### src/rtl/mac_threshold_unit_if.sv
// Signal bundle for the MAC/threshold unit: operands and threshold in,
// accumulator plus observation taps out.
interface mac_threshold_unit_if;
  logic [7:0]  x;
  logic [7:0]  y;
  logic [15:0] threshold;
  logic [15:0] a;
  logic [15:0] prod;
  logic [15:0] sum;
  logic        co;
  logic        keep;

  modport master (
    output x, y, threshold,
    input  a, prod, sum, co, keep
  );

  modport slave (
    input  x, y, threshold,
    output a, prod, sum, co, keep
  );
endinterface

### src/rtl/mac_threshold_unit.sv
// Unsigned 8x8 multiply-accumulate core that clears its 16-bit accumulator
// whenever the running sum overflows or rises above a programmable threshold.
module mac_threshold_unit (
  input logic                  CLK,
  input logic                  RESET,
  mac_threshold_unit_if.slave  bus
);

  logic [15:0] r_a;
  logic [15:0] w_prod;
  logic [15:0] w_sum;
  logic        w_co;
  logic        w_keep;
  logic        w_carry;
  logic [1:0]  w_fa;

  // Returns {carry, sum} of a single-bit full adder.
  function automatic logic [1:0] fullAdd(input logic aIn, input logic bIn, input logic cIn);
    return {(aIn & bIn) | (aIn & cIn) | (bIn & cIn), aIn ^ bIn ^ cIn};
  endfunction

  // Shift-and-add partial products; the 16-bit result cannot overflow for 8x8.
  always_comb begin
    w_prod = 16'h0000;
    for (int i = 0; i < 8; i++) begin
      w_prod = w_prod + (bus.y[i] ? ({8'h00, bus.x} << i) : 16'h0000);
    end
  end

  always_comb begin
    w_carry = 1'b0;
    w_fa    = 2'b00;
    w_sum   = 16'h0000;
    for (int i = 0; i < 16; i++) begin
      w_fa     = fullAdd(r_a[i], w_prod[i], w_carry);
      w_sum[i] = w_fa[0];
      w_carry  = w_fa[1];
    end
    w_co = w_carry;
  end

  assign w_keep = (w_sum <= bus.threshold);

  // Overflow takes precedence: a carry-out clears even at the maximum threshold.
  always_ff @(posedge CLK or negedge RESET) begin
    if (!RESET) begin
      r_a <= 16'h0000;
    end else if (w_co || !w_keep) begin
      r_a <= 16'h0000;
    end else begin
      r_a <= w_sum;
    end
  end

  assign bus.a    = r_a;
  assign bus.prod = w_prod;
  assign bus.sum  = w_sum;
  assign bus.co   = w_co;
  assign bus.keep = w_keep;

endmodule

### src/flat_wrapper.sv
// flat-port wrapper written by rule: the top's interface ports become plain ports
module mac_threshold_unit_flat 
  (CLK, RESET, bus_x, bus_y, bus_threshold, bus_a, bus_prod, bus_sum, bus_co, bus_keep);
  mac_threshold_unit_if bus_i ();
  input logic CLK;
  input logic RESET;
  input wire logic [$bits(bus_i.x)-1:0] bus_x;
  input wire logic [$bits(bus_i.y)-1:0] bus_y;
  input wire logic [$bits(bus_i.threshold)-1:0] bus_threshold;
  output wire logic [$bits(bus_i.a)-1:0] bus_a;
  output wire logic [$bits(bus_i.prod)-1:0] bus_prod;
  output wire logic [$bits(bus_i.sum)-1:0] bus_sum;
  output wire logic [$bits(bus_i.co)-1:0] bus_co;
  output wire logic [$bits(bus_i.keep)-1:0] bus_keep;
  assign bus_i.x = bus_x;
  assign bus_i.y = bus_y;
  assign bus_i.threshold = bus_threshold;
  assign bus_a = bus_i.a;
  assign bus_prod = bus_i.prod;
  assign bus_sum = bus_i.sum;
  assign bus_co = bus_i.co;
  assign bus_keep = bus_i.keep;
  mac_threshold_unit u_core (.CLK(CLK), .RESET(RESET), .bus(bus_i));
endmodule
### config.mk
export PLATFORM = sky130hd
export DESIGN_NAME = mac_threshold_unit_flat
export DESIGN_NICKNAME = d
export VERILOG_FILES = /design/src/rtl/mac_threshold_unit_if.sv /design/src/rtl/mac_threshold_unit.sv /design/src/flat_wrapper.sv
export SDC_FILE = /design/constraint.sdc
export NUM_CORES = 1
export LEC_CHECK = 0
export ABC_AREA = 1
export BUFFER_PORTS_ARGS = -buffer_cell sky130_fd_sc_hd__buf_4
export CAP_MARGIN = 20
export CELL_PAD_IN_SITES_DETAIL_PLACEMENT = 0
export CELL_PAD_IN_SITES_GLOBAL_PLACEMENT = 1
export CORE_ASPECT_RATIO = 0.7
export CORE_UTILIZATION = 35
export CTS_CLUSTER_DIAMETER = 60
export DETAILED_ROUTE_END_ITERATION = 10
export GPL_TIMING_DRIVEN = 1
export PLACE_DENSITY_LB_ADDON = 0.25
export SYNTH_ARGS = -nofsm -noshare
export SYNTH_HDL_FRONTEND = slang
export SYNTH_SLANG_ARGS = --single-unit
### constraint.sdc
create_clock -name CLK -period 8.6 [get_ports CLK]
set_input_delay 0.43 -clock CLK [delete_from_list [all_inputs] [get_ports CLK]]
set_output_delay 0.43 -clock CLK [all_outputs]
set_load 0.03 [all_outputs]
Word level (Yosys, flattened, before mapping)
Index checks and enable logic that the tools add are counted.
Operators by class
  magnitude comparators: 1
  add/subtract/negate cells: 7
  $mul: 0
  multiplexer cells: 9
  bitwise operators: 107
  equality and inequality tests: 0
  reductions and logical operators: 2
  shift-type cells: 0
  divide/modulo/power cells: 0
Operators with widths (number)
  adder 16 bit: 7
  bitwise AND 1 bit: 46
  bitwise XOR 1 bit: 31
  OR 1 bit: 30
  less-or-equal comparator 16 bit: 1
  two-way mux 16 bit: 1
  two-way mux 15 bit: 1
  two-way mux 14 bit: 1
  two-way mux 13 bit: 1
  two-way mux 12 bit: 1
  two-way mux 11 bit: 1
  two-way mux 10 bit: 1
  two-way mux 9 bit: 1
  two-way mux 8 bit: 1
  zero test 1 bit: 1
  logical OR 1 bit: 1
Word-level totals
  bits in latches: 0
  bits of input ports: 34
  bits in read-only memories: 0
  memories: 0
  register bits: 16
  word-level logic and storage cells: 127
  RAM bits: 0

Depth between registers and ports, before layout
Gate-level depths: netlist of the first run.
  depth after elaboration: 56
  mapped depth: 35

Least setup slack after synthesis of the first run
Ideal clock, no wire load.
  path type: input-to-output
  start: input bus_x[0]
  end: output bus_keep
  slack: -0.429 ns
  path buffers: 1
  stages: 31
  arrival time: 8.599 ns
  cells stage by stage: clkbuf_1 -> nand2_1 -> fa_1 -> inv_1 -> fa_1 -> inv_1 -> fa_1 -> inv_1 -> ha_1 -> ha_1 -> inv_1 -> fa_1 -> inv_1 -> fa_1 -> fa_1 -> fa_1 -> fa_1 -> fa_1 -> fa_1 -> fa_1 -> fa_1 -> fa_1 -> inv_1 -> fa_1 -> inv_1 -> ha_1 -> a21oi_1 -> o21ai_0 -> a21oi_1 -> nand2_1 -> nand2_2
Between the ends
  elaborated cells between the ends (all ways): 118
  classes of those cells: 7 x add/sub; 1 x order compare; 8 x mux; 102 x bitwise
RTL lines
  start: declaration: RTL line flat_wrapper.sv:7  | input wire logic [$bits(bus_i.x)-1:0] bus_x;
  two-way mux 8 bit or two-way mux 9 bit (tied branches): RTL line mac_threshold_unit.sv:26  | w_prod = w_prod + (bus.y[i] ? ({8'h00, bus.x} << i) : 16'h0000);
  adder 16 bit (5 in series): RTL line mac_threshold_unit.sv:26
  adder 16 bit * (2 in series): RTL line mac_threshold_unit.sv:26
  net bus_prod[6]: RTL line flat_wrapper.sv:11  | output wire logic [$bits(bus_i.prod)-1:0] bus_prod;
  bitwise AND 1 bit: RTL line mac_threshold_unit.sv:19  | return {(aIn & bIn) | (aIn & cIn) | (bIn & cIn), aIn ^ bIn ^ cIn};
  OR 1 bit: RTL line mac_threshold_unit.sv:19
  OR 1 bit *: RTL line mac_threshold_unit.sv:19
  bitwise AND 1 bit: RTL line mac_threshold_unit.sv:19
  (+18 left out)
  OR 1 bit: RTL line mac_threshold_unit.sv:19
  OR 1 bit *: RTL line mac_threshold_unit.sv:19
  bitwise AND 1 bit: RTL line mac_threshold_unit.sv:19
  OR 1 bit: RTL line mac_threshold_unit.sv:19
  OR 1 bit *: RTL line mac_threshold_unit.sv:19
  bitwise XOR 1 bit *: RTL line mac_threshold_unit.sv:19
  net bus_sum[15]: RTL line flat_wrapper.sv:12  | output wire logic [$bits(bus_i.sum)-1:0] bus_sum;
  less-or-equal comparator 16 bit *: RTL line mac_threshold_unit.sv:42  | assign w_keep = (w_sum <= bus.threshold);
  end: declaration: RTL line flat_wrapper.sv:14  | output wire logic [$bits(bus_i.keep)-1:0] bus_keep;
Mark *: on every way through the listed nets, which the timed path passes. The rest lies on a longest branch.

Worst setup path after layout of the first run
  start: input bus_x[0]
  end: output bus_keep
Between the ends
  longest elaborated chain between the ends: 53
  elaborated cells between the ends (all ways): 118
  classes of those cells: 7 x add/sub; 1 x order compare; 8 x mux; 102 x bitwise
RTL lines (RTL line)
  two-way mux 8 bit: mac_threshold_unit.sv:26
  adder 16 bit (6 in series): mac_threshold_unit.sv:26
  adder 16 bit *: mac_threshold_unit.sv:26
  bitwise AND 1 bit (2 in series): mac_threshold_unit.sv:19
  OR 1 bit (2 in series): mac_threshold_unit.sv:19
  bitwise AND 1 bit: mac_threshold_unit.sv:19
  OR 1 bit (2 in series): mac_threshold_unit.sv:19
  bitwise AND 1 bit: mac_threshold_unit.sv:19
  (+26 left out)
  bitwise AND 1 bit: mac_threshold_unit.sv:19
  OR 1 bit (2 in series): mac_threshold_unit.sv:19
  bitwise AND 1 bit: mac_threshold_unit.sv:19
  OR 1 bit (2 in series): mac_threshold_unit.sv:19
  bitwise AND 1 bit: mac_threshold_unit.sv:19
  OR 1 bit (2 in series): mac_threshold_unit.sv:19
  bitwise XOR 1 bit: mac_threshold_unit.sv:19
  less-or-equal comparator 16 bit *: mac_threshold_unit.sv:42
Mark *: on every way between the ends. The rest lies on a longest branch, timed or not.

==> out/results.ini, run 1 <==
[outcome]
outcome=finished, final reports clean

[routing]
avgRoutedWirePerCell_um=12.1
drt-total-wl_um=7800
viasPerCell=4.35
drtIter0Drc=121
first_pass_iters=4
antenna_left=0
drc=0
via_count=2816

[worst_setup_path]
cp_slowest_cell=fa_1
cp.required_ps=8170
cpMostUsedCell=fa_2
crit_path_end_kind=primary output
critPathMaxFanout=7
max_stage_delay_ps=550
arrival_ps=7840
path_class=input port to primary output
cp-start-kind=input port

[cells_and_area]
area_growth_pct=30.2
layout-drive-gt1-share=0.277
largest_reg_flops=16
antenna_cells=0
fin_area_um2=4430
nNetsFinal=660

[global_routing]
track_usage=0.167
grt-ovfl-total=0
grt_pass1_wl_um=13500
antenna_found_initial=0
grt_max_degree=17
grt_pass1_vias=2823

[worst_hold_path]
hp-class=input port to async pin

[synth]
ys.flop_type=dfrtp_1
synth_seq_cells=16
netlist_area_um2=3400
synth.area.top_cells=fa_1 (31%), ha_1 (18%), inv_1 (13%)
synth_mux_area_frac=0
synth_top_area_frac=0.312
synth.distinct_cells=24
synth_compound_area_frac=0.0390
synthAdderAreaFrac=0.488
synthesis.nets=566
synthTopCellsByCount=inv_1 (122), nand2_1 (101), fa_1 (53)
yosysSeqAreaShare=0.118
synth-xor-area-share=0.0180
syn_area_per_cell_um2=7.89
synth_most_common_cell=inv_1
ys_async_sr_fraction=1.00
yosysTopAreaCell=fa_1
synth-simple-area-share=0.181
synthCells=431
synth_top_family_by_area=adder cells
synth_edf_count=0
yosys_warnings=0

[floorplanning]
die_h_um=84.5
start_util=0.368
coreArea_um2=9250
die_w_um=120
pin_count=84
rows=29
die_area_um2=10100

[cts]
htreeDepth=1
cts_hold_buffers=0
cts_root_buf=clkbuf_16
cts.sinks=16
clockBufferDepth=2
clk_pin_slew_ps=50
cts_tree=done
clk_latency_ps=240
cts-buffers-inserted=3

[sta]
tns_ps=0
fin_crit_ps=8270
rsz0062_at_grt=no
fmax_ghz=0.121
setup_viol=0
worst_pin_slew_ps=489
setup_slack_ps=327
clock_skew_ps=2.13
slew_headroom=0.671
hold_viol_final=0
slew_violations=0
period_share=0.962

[place]
post-dp-hpwl_um=7150
gp_congestion=0.814
port_buffers=83
dpl_cell_area_um2=4310
post-place-ws_ps=-224

[run]
maxCapViolations=0

[worst paths after layout]
path,from,to,slack [ps],depth (start not counted)
max,bus_x[0],bus_keep,330,32
min,RESET,u_core.bus.a[2],40,1
max reg2reg,u_core.bus.a[0],u_core.bus.a[2],1310,29
min reg2reg,u_core.bus.a[0],u_core.bus.a[0],690,3
max in group asynchronous,RESET,u_core.bus.a[10],8370,1
min in group CLK,u_core.bus.a[0],u_core.bus.a[0],690,3
[routing by layer]
layer  GRT usage  wire length [um]  up-vias
met5           0                 0        -
met4     0.00682                 0        0
met3      0.0313               506        0
met2       0.238              3130       73
met1       0.270              4170     1307
li1            -                 -     1436
[cell families (layout without fill, tap and decap cells)]
logic type / count (synthesis) / count (layout)
xor gates and xnor gates: 7 / 7
DFF: 16 / 16
AOI/OAI and AO/OA: 23 / 23
buffers and inverters: 139 / 231
adders and majority gates: 101 / 101
and+or+nand+nor: 145 / 145
[final cells by class]
type | instances | area (um^2)
Sequential cell | 16 | 400
Timing Repair Buffer | 106 | 807
Multi-Input combinational cell | 276 | 2530
Clock buffer | 3 | 75.1
Inverter | 122 | 460
Fill cell | 955 | 4820
Tap cell | 124 | 155
[critical path: cells and delay by family]
kind | cells | cell delay [ps]
AO/OA/AOI/OAI | 3 | 300
adder cells (fa/ha/maj) | 17 | 6300
buffers and inverters | 9 | 570
AND/OR/NAND/NOR | 3 | 220
[stage by stage]
step / utilization / cells / hold WS, ps
after CTS: 0.475 / 647 / 45.9
after global routing: 0.479 / 647 / 57.8
after detailed placement: 0.466 / 644 / 304
after floorplan: - / 431 / 134
final: 0.479 / 647 / 41.7
after global placement: 0.466 / 644 / 300
[cell usage in the layout (no fill, tap or decap), drive strengths merged]
master	synthesis	final
clkbuf	15	3
nand3	8	8
nand4	5	5
a21o	3	3
xnor2	5	5
nand2	104	104
inv	122	122
a21oi	13	13
buf	2	106
a211oi	1	1
nor3	1	1
o21ai	3	3
o21bai	2	2
nor2	27	27
o21a	1	1
dfrtp	16	16
fa	53	53
xor2	2	2
ha	48	48
[repair_timing]
action	in CTS	in global routing
setup buffers	0	0
endpoints found under the setup margin	1	16
pin swaps	1	3
gates resized for setup	5	16
Power of run 1 is not shown: default switching activity piles up to over one toggle a cycle in this logic, so the estimate is an artifact.
==> inputs of run 2 (changes only) <==
--- a/config.mk
+++ b/config.mk
@@ -8,9 +8,6 @@
 export ABC_AREA = 1
 export BUFFER_PORTS_ARGS = -buffer_cell sky130_fd_sc_hd__buf_4
 export CAP_MARGIN = 20
-export CELL_PAD_IN_SITES_DETAIL_PLACEMENT = 0
-export CELL_PAD_IN_SITES_GLOBAL_PLACEMENT = 1
-export CORE_ASPECT_RATIO = 0.7
 export CORE_UTILIZATION = 35
 export CTS_CLUSTER_DIAMETER = 60
 export DETAILED_ROUTE_END_ITERATION = 10
==> run 2 against run 1 <==
Sequential share of layout area increased by 0.12 points. Register-to-register slack improved by 30 ps. Clock skew increased by 1.6 ps. First-iteration DRC count increased by 22%. Setup slack got worse by 42 ps. Critical path depth unchanged. Hold slack got worse by 2.8 ps. Via count increased by 3.3%. Core utilization decreased by 0.99 points. Non-clock buffer count decreased by 2. Design area decreased by 1.3%. Die area about the same.
==> out/results.ini, run 2 (synthesis gave the netlist of run 1 again) <==
[outcome]
outcome=finished, final reports clean

[cts]
cts_hold_buffers=0
htreeDepth=1
clockBufferDepth=2
cts_root_buf=clkbuf_8
cts.sinks=16
cts_tree=done
clk_pin_slew_ps=60
cts-buffers-inserted=3
clk_latency_ps=250

[global_routing]
track_usage=0.161
grt-ovfl-total=0
grt_pass1_vias=2932
antenna_found_initial=0
grt_max_degree=17
grt_pass1_wl_um=13000

[worst_setup_path]
cp.required_ps=8170
critPathMaxFanout=4
arrival_ps=7890
worstSetupStartpoint=bus_x[0]
cp_slowest_cell=fa_1
max_stage_delay_ps=540
path_class=input port to primary output
cpMostUsedCell=fa_2
r2r_start=u_core.bus.a[0]
cp-start-kind=input port
crit_path_end_kind=primary output

[run]
maxCapViolations=0

[sta]
hold_viol_final=0
rsz0062_at_grt=no
setup_viol=0
slew_violations=0
fin_crit_ps=8320
worst_pin_slew_ps=422
period_share=0.967
fmax_ghz=0.120
slew_headroom=0.716
setup_slack_ps=285
holdWs_ps=38.9
clock_skew_ps=3.71

[routing]
avgRoutedWirePerCell_um=11.5
drtIter0Drc=148
via_count=2908
drc=0
viasPerCell=4.47
first_pass_iters=6
drt-total-wl_um=7480
antenna_left=0

[cells_and_area]
mostFrequentLayoutCell=inv_1
antenna_cells=0
largest_reg_flops=16
nNetsFinal=658
fin_area_um2=4370
layout.cells.non_filler=650
area_growth_pct=28.6
layout-drive-gt1-share=0.269
layout_common_cells=inv_1 (117), buf_4 (102), nand2_1 (100), ha_1 (46), fa_1 (43)

[floorplanning]
die_h_um=101
die_w_um=101
pin_count=84
coreArea_um2=9330
die_area_um2=10100
start_util=0.365
rows=35

[place]
gp_congestion=0.860
port_buffers=83
post-place-ws_ps=-195
dpl_cell_area_um2=4300
dp_cells=647
post-dp-hpwl_um=6770

[worst_hold_path]
hp-class=input port to async pin

==> run 2: area by class of cell <==
class                   instances  area, um^2
repair buffers                104         788
fillers                       950        4950
inverters                     122         460
multi-input cells             276        2520
flip-flops and latches         16         400
clock buffers                   3        41.3
well taps                     129         161
==> run 2: final timing paths <==
path                                          to  slack (ps)  cells after the start
max in group asynchronous        u_core.bus.a[7]        8370                      1
min in group CLK                 u_core.bus.a[0]         680                      3
worst max-delay path                    bus_keep         280                     32
worst min register to register   u_core.bus.a[0]         680                      3
worst min-delay path            u_core.bus.a[11]          40                      1
worst max register to register   u_core.bus.a[1]        1340                     29
==> run 2: per-layer routing <==
layer  wire, um  global-route usage
met1       3540               0.221
met2       3570               0.273
met3        321              0.0257
met4         44              0.0234
met5          0                   0
==> run 2: timing repair <==
item / 4_1_cts / 5_1_grt
endpoints found under the setup margin: 1 / 7
setup buffers: 0 / 0
pin swaps: 1 / 2
gates resized for setup: 6 / 10
==> run 2: critical path, delay by kind of cell <==
| family | cells | cell delay, ps |
|---|---|---|
| adder cells (fa/ha/maj) | 17 | 6270 |
| buffers and inverters | 9 | 610 |
| AO/OA/AOI/OAI | 3 | 300 |
| AND/OR/NAND/NOR | 3 | 240 |
==> run 2: stage by stage <==
step | setup TNS (ps) | utilization
6_report | 0 | 0.469
5_1_grt | 0 | 0.469
4_1_cts | 0 | 0.467
3_5_place_dp | -1580 | 0.461
3_3_place_gp | -102 | 0.461
2_1_floorplan | 0 | -
Power of run 2 is left out for the same reason.
